## src/rtl/alu_acc_pkg.sv

```systemverilog
// alu_acc_pkg: shared definitions for the cascadable ALU/accumulator.
// Holds the run-time mode encodings and the saturation-bound helper.
package alu_acc_pkg;

    typedef enum logic [1:0] {
        MODE_ADD_ACC  = 2'd0,
        MODE_CASC_ACC = 2'd1,
        MODE_CASC     = 2'd2,
        MODE_RSVD     = 2'd3
    } mode_e;

    // Bit idx of the clamp value for a w-bit result.
    // hi=1 selects the upper bound, hi=0 the lower bound.
    // Signed: 0111..1 / 1000..0.  Unsigned: 1111..1 / 0000..0.
    function automatic logic sat_bound(
        input int   w,
        input logic sgn,
        input logic hi,
        input int   idx
    );
        logic r;
        if (hi) begin
            r = (idx < w - 1) || ((idx == w - 1) && !sgn);
        end else begin
            r = (idx == w - 1) && sgn;
        end
        return r;
    endfunction

endpackage

```

## src/rtl/alu_acc_core.sv

```systemverilog
// alu_acc_core: combinational datapath of the ALU/accumulator.
// Inputs: a, b, casi, acc plus sign/sub/mode/accload controls.
// Outputs: dout (wrapped or clamped), caso (pre-saturation sum), overflow.
module alu_acc_core
    import alu_acc_pkg::*;
#(
    parameter int WIDTH    = 54,
    parameter int SATURATE = 0
) (
    input  logic [WIDTH-1:0] i_a,
    input  logic [WIDTH-1:0] i_b,
    input  logic [WIDTH:0]   i_casi,
    input  logic [WIDTH-1:0] i_acc,
    input  logic             i_asign,
    input  logic             i_bsign,
    input  logic             i_bsub,
    input  logic             i_csub,
    input  logic [1:0]       i_mode,
    input  logic             i_accload,
    output logic [WIDTH-1:0] o_dout,
    output logic [WIDTH:0]   o_caso,
    output logic             o_overflow
);

    localparam int SW = WIDTH + 2;

    logic             w_signed;
    logic             w_rsvd;
    logic             w_hi;
    logic             w_ovf;
    logic [SW-1:0]    w_ea;
    logic [SW-1:0]    w_eb;
    logic [SW-1:0]    w_ecasi;
    logic [SW-1:0]    w_eacc;
    logic [SW-1:0]    w_acc_sel;
    logic [SW-1:0]    w_op1;
    logic [SW-1:0]    w_op3;
    logic [SW-1:0]    w_opb;
    logic [SW-1:0]    w_opc;
    logic [SW-1:0]    w_sum;
    logic [WIDTH-1:0] w_bound;

    assign w_signed = i_asign | i_bsign;

    assign w_ea    = {{2{i_asign & i_a[WIDTH-1]}}, i_a};
    assign w_eb    = {{2{i_bsign & i_b[WIDTH-1]}}, i_b};
    assign w_ecasi = {i_casi[WIDTH], i_casi};

    // acc holds a previous result, so it follows the result signedness.
    assign w_eacc    = {{2{w_signed & i_acc[WIDTH-1]}}, i_acc};
    assign w_acc_sel = i_accload ? w_eacc : '0;

    always_comb begin
        w_op1  = '0;
        w_op3  = '0;
        w_rsvd = 1'b0;
        unique case (i_mode)
            MODE_ADD_ACC: begin
                w_op1 = w_ea;
                w_op3 = w_acc_sel;
            end
            MODE_CASC_ACC: begin
                w_op1 = w_acc_sel;
                w_op3 = w_ecasi;
            end
            MODE_CASC: begin
                w_op1 = w_ea;
                w_op3 = w_ecasi;
            end
            default: begin
                w_rsvd = 1'b1;
            end
        endcase
    end

    assign w_opb = w_rsvd ? '0 : (i_bsub ? -w_eb : w_eb);
    assign w_opc = i_csub ? -w_op3 : w_op3;
    assign w_sum = w_op1 + w_opb + w_opc;

    // Signed fits when the top three bits agree; unsigned when top two are 0.
    assign w_ovf = w_signed
        ? !((&w_sum[SW-1:WIDTH-1]) || !(|w_sum[SW-1:WIDTH-1]))
        : (|w_sum[SW-1:WIDTH]);

    assign w_hi = ~w_sum[SW-1];

    always_comb begin
        w_bound = '0;
        for (int i = 0; i < WIDTH; i++) begin
            w_bound[i] = sat_bound(WIDTH, w_signed, w_hi, i);
        end
    end

    assign o_dout     = ((SATURATE != 0) && w_ovf) ? w_bound : w_sum[WIDTH-1:0];
    assign o_caso     = w_sum[WIDTH:0];
    assign o_overflow = w_ovf;

endmodule

```

## src/rtl/alu_acc_chain.sv

```systemverilog
// alu_acc_chain: pipelined cascadable ALU/accumulator top level.
// Ports: clk, reset (sync, active-low), ce, in_valid, a, b, casi, controls;
// outputs out_valid, dout, caso, overflow. Optional input/output registers.
module alu_acc_chain
    import alu_acc_pkg::*;
#(
    parameter int WIDTH    = 54,
    parameter int IN_REG   = 1,
    parameter int OUT_REG  = 1,
    parameter int SATURATE = 0
) (
    input  logic             clk,
    input  logic             reset,
    input  logic             ce,
    input  logic             in_valid,
    input  logic [WIDTH-1:0] a,
    input  logic [WIDTH-1:0] b,
    input  logic [WIDTH:0]   casi,
    input  logic             asign,
    input  logic             bsign,
    input  logic             b_sub,
    input  logic             c_sub,
    input  logic [1:0]       mode,
    input  logic             accload,
    output logic             out_valid,
    output logic [WIDTH-1:0] dout,
    output logic [WIDTH:0]   caso,
    output logic             overflow
);

    // Compute-stage view of the sample
    logic             w_v;
    logic [WIDTH-1:0] w_a;
    logic [WIDTH-1:0] w_b;
    logic [WIDTH:0]   w_casi;
    logic             w_asign;
    logic             w_bsign;
    logic             w_bsub;
    logic             w_csub;
    logic [1:0]       w_mode;
    logic             w_accload;

    logic [WIDTH-1:0] w_dout;
    logic [WIDTH:0]   w_caso;
    logic             w_ovf;

    logic [WIDTH-1:0] r_acc;

    if (IN_REG != 0) begin : g_in
        logic             r_v;
        logic [WIDTH-1:0] r_a;
        logic [WIDTH-1:0] r_b;
        logic [WIDTH:0]   r_casi;
        logic             r_asign;
        logic             r_bsign;
        logic             r_bsub;
        logic             r_csub;
        logic [1:0]       r_mode;
        logic             r_accload;

        always_ff @(posedge clk) begin
            if (!reset) begin
                r_v       <= 1'b0;
                r_a       <= '0;
                r_b       <= '0;
                r_casi    <= '0;
                r_asign   <= 1'b0;
                r_bsign   <= 1'b0;
                r_bsub    <= 1'b0;
                r_csub    <= 1'b0;
                r_mode    <= 2'd0;
                r_accload <= 1'b0;
            end else if (ce) begin
                r_v       <= in_valid;
                r_a       <= a;
                r_b       <= b;
                r_casi    <= casi;
                r_asign   <= asign;
                r_bsign   <= bsign;
                r_bsub    <= b_sub;
                r_csub    <= c_sub;
                r_mode    <= mode;
                r_accload <= accload;
            end
        end

        assign w_v       = r_v;
        assign w_a       = r_a;
        assign w_b       = r_b;
        assign w_casi    = r_casi;
        assign w_asign   = r_asign;
        assign w_bsign   = r_bsign;
        assign w_bsub    = r_bsub;
        assign w_csub    = r_csub;
        assign w_mode    = r_mode;
        assign w_accload = r_accload;
    end else begin : g_no_in
        assign w_v       = in_valid;
        assign w_a       = a;
        assign w_b       = b;
        assign w_casi    = casi;
        assign w_asign   = asign;
        assign w_bsign   = bsign;
        assign w_bsub    = b_sub;
        assign w_csub    = c_sub;
        assign w_mode    = mode;
        assign w_accload = accload;
    end

    alu_acc_core #(
        .WIDTH    (WIDTH),
        .SATURATE (SATURATE)
    ) u_core (
        .i_a        (w_a),
        .i_b        (w_b),
        .i_casi     (w_casi),
        .i_acc      (r_acc),
        .i_asign    (w_asign),
        .i_bsign    (w_bsign),
        .i_bsub     (w_bsub),
        .i_csub     (w_csub),
        .i_mode     (w_mode),
        .i_accload  (w_accload),
        .o_dout     (w_dout),
        .o_caso     (w_caso),
        .o_overflow (w_ovf)
    );

    // Single-cycle feedback: acc takes the final dout of each valid sample.
    always_ff @(posedge clk) begin
        if (!reset) begin
            r_acc <= '0;
        end else if (ce && w_v && (w_mode != MODE_RSVD)) begin
            r_acc <= w_dout;
        end
    end

    if (OUT_REG != 0) begin : g_out
        logic             r_out_valid;
        logic [WIDTH-1:0] r_dout;
        logic [WIDTH:0]   r_caso;
        logic             r_ovf;

        always_ff @(posedge clk) begin
            if (!reset) begin
                r_out_valid <= 1'b0;
                r_dout      <= '0;
                r_caso      <= '0;
                r_ovf       <= 1'b0;
            end else if (ce) begin
                r_out_valid <= w_v;
                if (w_v) begin
                    r_dout <= w_dout;
                    r_caso <= w_caso;
                    r_ovf  <= w_ovf;
                end
            end
        end

        assign out_valid = r_out_valid;
        assign dout      = r_dout;
        assign caso      = r_caso;
        assign overflow  = r_ovf;
    end else begin : g_no_out
        assign out_valid = w_v;
        assign dout      = w_dout;
        assign caso      = w_caso;
        assign overflow  = w_ovf;
    end

endmodule

```

## config.mk

```make
export PLATFORM = sky130hd
export DESIGN_NAME = alu_acc_chain
export DESIGN_NICKNAME = d
export VERILOG_FILES = /design/src/rtl/alu_acc_pkg.sv /design/src/rtl/alu_acc_core.sv /design/src/rtl/alu_acc_chain.sv
export SDC_FILE = /design/constraint.sdc
export NUM_CORES = 1
export LEC_CHECK = 0
export CORE_MARGIN = 1
export CORE_UTILIZATION = 55
export DETAILED_ROUTE_END_ITERATION = 10
export GPL_TIMING_DRIVEN = 0
export PLACE_DENSITY = 0.8
export RECOVER_POWER = 100
export SETUP_SLACK_MARGIN = 0.2
export SYNTH_ARGS = -nofsm -noshare
export SYNTH_HDL_FRONTEND = slang
export SYNTH_SLANG_ARGS = --single-unit
```

## constraint.sdc

```tcl
create_clock -name clk -period 9.7 [get_ports clk]
set_clock_uncertainty 0.15 [all_clocks]
set_input_delay 1.94 -clock clk [delete_from_list [all_inputs] [get_ports clk]]
set_output_delay 1.94 -clock clk [all_outputs]
set_load 0.1 [all_outputs]
```

# ---- After elaboration in Yosys (flattened, before gate mapping)
# Cells that the tools add are included.
# Widths: inputs -> output; s select.
dict set report word_totals {
  ff_bits 336
  in_bits 174
  output_inout_bits 111
  word_cells 46
}
dict set report classes {
  add_sub_neg 4
  n_eq_ne 3
  mux 7
  bitwise_logic 4
  reduce_logical 13
}
# cell n
set ops {}
lappend ops {{$mux 56} 4}
lappend ops {{$pmux 56 s2} 2}
lappend ops {{$add 56x56->56} 2}
lappend ops {{$neg 56->56} 2}
lappend ops {{$reduce_or 2->1} 3}
lappend ops {{$reduce_or 3->1} 2}
lappend ops {{$and 1x1->1} 3}
lappend ops {{$reduce_and 3->1} 1}
lappend ops {{$eq 2x1->1 const B} 1}
lappend ops {{$eq 2x2->1 const B} 1}
lappend ops {{$logic_and 1x1->1} 2}
lappend ops {{$logic_not 1->1} 2}
lappend ops {{$logic_not 2->1} 1}
lappend ops {{$ne 2x2->1 const B} 1}
lappend ops {{$reduce_and 2->1} 1}
lappend ops {{$logic_or 1x1->1} 1}
lappend ops {{$mux 1} 1}
lappend ops {{$or 1x1->1} 1}

# ---- Depth between registers and ports, before layout
dict set report logic_depth {
  depth_word 12
  ltp_mapped 30
  depth_no_buf 26
}

# ---- Hierarchy
# A second synthesis with hierarchy kept.
dict set report unflattened {
  cells_unflattened 2579
  hier_area_um2 21848.5
}
# mod instances cells_per_inst area_per_inst_um2 seq_area_each_um2
set modules_own_cells {}
lappend modules_own_cells {alu_acc_chain 1 1267 12624.6 6726.5}
lappend modules_own_cells {alu_acc_core 1 1312 9223.8 0.0}

# ---- Worst setup path after synthesis
# Ideal clock, no wire load.
dict set report synth_timing {
  kind {reg2reg}
  startpoint {register g_in.r_mode[0]}
  endpoint {register g_out.r_ovf, in the netlist overflow}
  setup_time_ps 142
  t_arrival_ps 6524
  required_ps 9408
  setup_slack_ps 2884
  stages_incl_launch_ff 27
  n_path_buf 4
  period_less_slack_ps 6816
  cell_sequence {dfxtp_1 -> inv_2 -> clkbuf_1 -> ha_1 -> nor2b_1 -> buf_1 -> clkbuf_1 -> clkbuf_1 -> a22oi_1 -> ha_1 -> nand4_1 -> or3_1 -> o31ai_1 -> xor2_1 -> fa_1 -> inv_1 -> ha_1 -> a21oi_1 -> o21ai_0 -> a2111oi_0 -> a211oi_1 -> or4b_1 -> o211ai_1 -> o31ai_1 -> xnor2_1 -> a2111oi_0 -> a311oi_1}
}
dict set report synth_between {
  elab_chain_len 11
  elab_cells_between_ends 20
  classes_between {3 x add/sub; 2 x eq/ne; 5 x mux; 10 x reduce/logical}
}
# item line
set synth_lines {}
lappend synth_lines {{from (decl)} alu_acc_chain.sv:58} ;# logic [1:0] r_mode;
lappend synth_lines {{from (signal assigned)} alu_acc_chain.sv:82} ;# r_mode <= mode;
lappend synth_lines {{$eq 2x1->1 / $eq 2x2->1 (equally long branches)} alu_acc_core.sv:57} ;# unique case (i_mode)
lappend synth_lines {{$reduce_or 2->1 (no source line)} --}
lappend synth_lines {{$pmux 56 s2} alu_acc_core.sv:57}
lappend synth_lines {{$neg 56->56} alu_acc_core.sv:77} ;# assign w_opc = i_csub ? -w_op3 : w_op3;
lappend synth_lines {{$mux 56} alu_acc_core.sv:77}
lappend synth_lines {{$add 56x56->56 *} alu_acc_core.sv:78} ;# assign w_sum = w_op1 + w_opb + w_opc;
lappend synth_lines {{$reduce_or 3->1} alu_acc_core.sv:82} ;# ? !((&w_sum[SW-1:WIDTH-1]) || !(|w_sum[SW-1:WIDTH-1]))
lappend synth_lines {{$logic_not 1->1} alu_acc_core.sv:82}
lappend synth_lines {{$logic_or 1x1->1} alu_acc_core.sv:82}
lappend synth_lines {{$logic_not 1->1} alu_acc_core.sv:82}
lappend synth_lines {{$mux 1 *} alu_acc_core.sv:82}
lappend synth_lines {{to (signal assigned)} alu_acc_chain.sv:155} ;# r_ovf <= w_ovf;
lappend synth_lines {{to (decl)} alu_acc_chain.sv:142} ;# logic r_ovf;
# Mark *: on every way between the ends. The rest lies on a longest branch, timed or not.
# A chain may end at the register's enable or synchronous reset.

# ---- Worst setup path in the final report
# Ends and elaborated chain as after synthesis.

==> run metrics <==
I/O pin count 285; die area 36900 um2; Die X-Extent 192 um; Int Power 0.00246 W; clock root buffer clkbuf_16; number of synthesized flops with an enable pin 0; clk sinks 282; cell mode on critical path ha_1; postcts setup bufs 0; asr flop ratio synth 0%; Psw 0.00159 W; Worst EP arrival 9.23 ns; total track usage 39.4%; setup TNS 0 ns; CP endpoint kind flop; number of antenna diodes 0; outcome finished clean; Synth cell types 80; Clock Latency Late Sink 0.61 ns; Crit Path Class flop to flop; CP startpoint kind flop; crit path launch g_in.r_mode[0]$_SDFFE_PN0P_; Post-Layout Cell Count 3165; DP Wirelength 59300 um; Worst path top cell family by delay compound AO/OA/AOI/OAI gates; maximum clock insertion buffer count 3; power share of the sequential group 32.2%; combinational share of power 38.1%; Area Overhead vs Synth 22.2%; TritonCTS clock tree built; routed len/inst 23.2 um; # nets final 2973; initial antenna violation count 2; Fmax 112 MHz; Core Region 35600 um2; Yosys reg bits 282; largest net degree at the start of global routing 16; GPL Wtd Cong 1.02; Post-Syn Area 19900 um2; final period utilization 92.2%; r2r startpoint g_in.r_mode[0]$_SDFFE_PN0P_; Syn Nets 2659; CP max-delay cell a2111oi_0; final core utilization 68.2%; cell leakage power 10.4 nW; fin crit period 8.94 ns; peak supply drop 0.161 mV; max_slew headroom 5.97%; die height 192 um; Starting DRT DRC Count 1865; Setup violations, final 0; final hold viol count 0; H-tree lvl count 1; first-pass GRT wire length 108000 um; Synth Flop Type dfxtp_1; # rows 69; footprint of the multi-input gates 12800 um2; Slew Limit Fails 0; layout cells sized above 1 6.84%; GRT Residual Overflow 0; vias 19005; number of detailed-route iterations in the first pass 5; RSZ-0062 raised after global routing false; Sw Share 39.3%; register area 5650 um2; commonest non-fill, non-tap cell in the layout dfxtp_1; YS warnings 0; Post-DRT Antenna Nets 0; Syn Area/Cell 8.39 um2; Worst path max stage delay 0.77 ns; commonest non-fill, non-tap cells in the layout dfxtp_1 (282), nand2_1 (253), nor2b_1 (188), mux2i_1 (182), clkdlybuf4s50_1 (171); Tightest Pin Transition 1.37 ns; sequential fraction of the synthesis area 28.4%; Num CTS Buffers 30; drt via density 6.00; port bufs 283; hold_buf cts 0; WL final 73300 um; Reg clk slew, reported paths 0.06 ns; Max-Cap Viols 0; Cells after Synth 2369; Hold Path Class flop to flop; DRC Markers 0; Crit path required time 9.99 ns; Hold Path Origin out_valid$_SDFFE_PN0P_; vias in the first global route 17900; final hold slack 0.326 ns; Initial Util 55.8%; Final Power 0.00405 W; fillers 2962; CP Max Fanout 20; buffers plus inverters on the worst setup path 5; clock power share 29.7%; Post-Place Cells 3113; Pwr Density 167 nW/um2
==> final timing paths <==
kind,end,slack [ns],depth (start not counted)
worst max-delay path,overflow$_SDFFE_PN0P_,0.76,25
worst min-delay path,out_valid$_SDFFE_PN0P_,0.33,2
worst max register to register,overflow$_SDFFE_PN0P_,0.76,25
worst min register to register,out_valid$_SDFFE_PN0P_,0.33,2
==> repair_timing <==
item	4_1_cts	5_1_grt
resized for setup	0	3
hold endpoints to repair	0	0
setup endpoints to repair	0	13
==> stage by stage <==
stage               setup WS, ns  area, um2
floorplan                   2.88      19900
global placement           0.223      23300
detailed placement         0.462      23300
CTS                        0.421      24300
global route               0.263      24300
finish                     0.760      24300
==> cell type report <==
class	instances	area share (%)
buffer	205	4.15
clock buffer	42	3.44
clock inverter	11	0.706
inverter	109	1.69
multi-input combinational	1772	52.7
sequential	282	23.3
tap	461	2.38
timing repair buffer	283	11.7
==> kinds of logic after synthesis <==
family | after synthesis | synth area share (%)
and+or+nand+nor | 806 | 21.0
AOI/OAI and AO/OA | 507 | 17.8
buffers and inverters | 315 | 7.13
DFF | 282 | 28.4
muxes | 183 | 9.23
xor gates and xnor gates | 160 | 7.05
adders and majority gates | 116 | 9.42
==> routing by layer <==
layer	wire (um)	part of all wire [%]	track usage [%]
met5	13	0.018	0
met3	8690	12	8.55
met2	30700	42	59.4
met1	31600	43	55.9
met4	2260	3.1	11.8
==> synth_stat cells (54+ instances only) <==
master,count,area [um2]
or2_2,54,338
xor2_1,66,578
inv_1,108,405
nand2_1,253,950
fa_1,56,1120
nor2_1,120,450
mux2i_1,182,1820
buf_4,54,405
xnor2_1,94,823
o21ai_0,89,445
ha_1,60,751
a21oi_1,72,360
clkbuf_1,118,443
nor2b_1,188,1180
a21boi_0,66,495
a22oi_1,76,571
dfxtp_1,282,5650
==> power by group through the flow <==
stage	Sequential [W]	Combinational, W	Clock (W)
5_1_grt	0.00131	0.00165	0.00126
4_1_cts	0.00130	0.00152	0.00121
3_3_place_gp	0.00132	0.00149	0
2_1_floorplan	0.00139	0.000947	0
3_5_place_dp	0.00133	0.00150	0
6_report	0.00131	0.00155	0.00120
==> state kept, by name, summed over array words and instances, names as in the netlist <==
name            cells
g_in.r_asign        1
dout               53
g_in.r_accload      1
caso                2
g_in.r_v            1
g_in.r_bsub         1
g_in.r_b           54
g_in.r_casi        55
g_in.r_csub         1
r_acc              54
overflow            1
g_in.r_mode         2
out_valid           1
g_in.r_bsign        1
g_in.r_a           54
==> worst reg2reg max path: stages, from the launching register on <==
cell	delay (ns)
dfxtp_1	0.54
inv_2	0.28
ha_1	0.39
and3b_1	0.22
clkbuf_1	0.27
clkbuf_1	0.40
clkbuf_2	0.40
a22oi_1	0.43
ha_1	0.36
nand4_1	0.18
or3_1	0.45
o31ai_1	0.36
xor2_1	0.15
fa_1	0.56
inv_1	0.08
ha_1	0.40
a21oi_1	0.25
o21ai_0	0.17
a2111oi_0	0.77
a211oi_1	0.31
or4b_1	0.56
o211ai_1	0.21
o31ai_1	0.20
xnor2_1	0.18
a2111oi_0	0.45
a311oi_1	0.08
(Power assumes the default switching activity.)
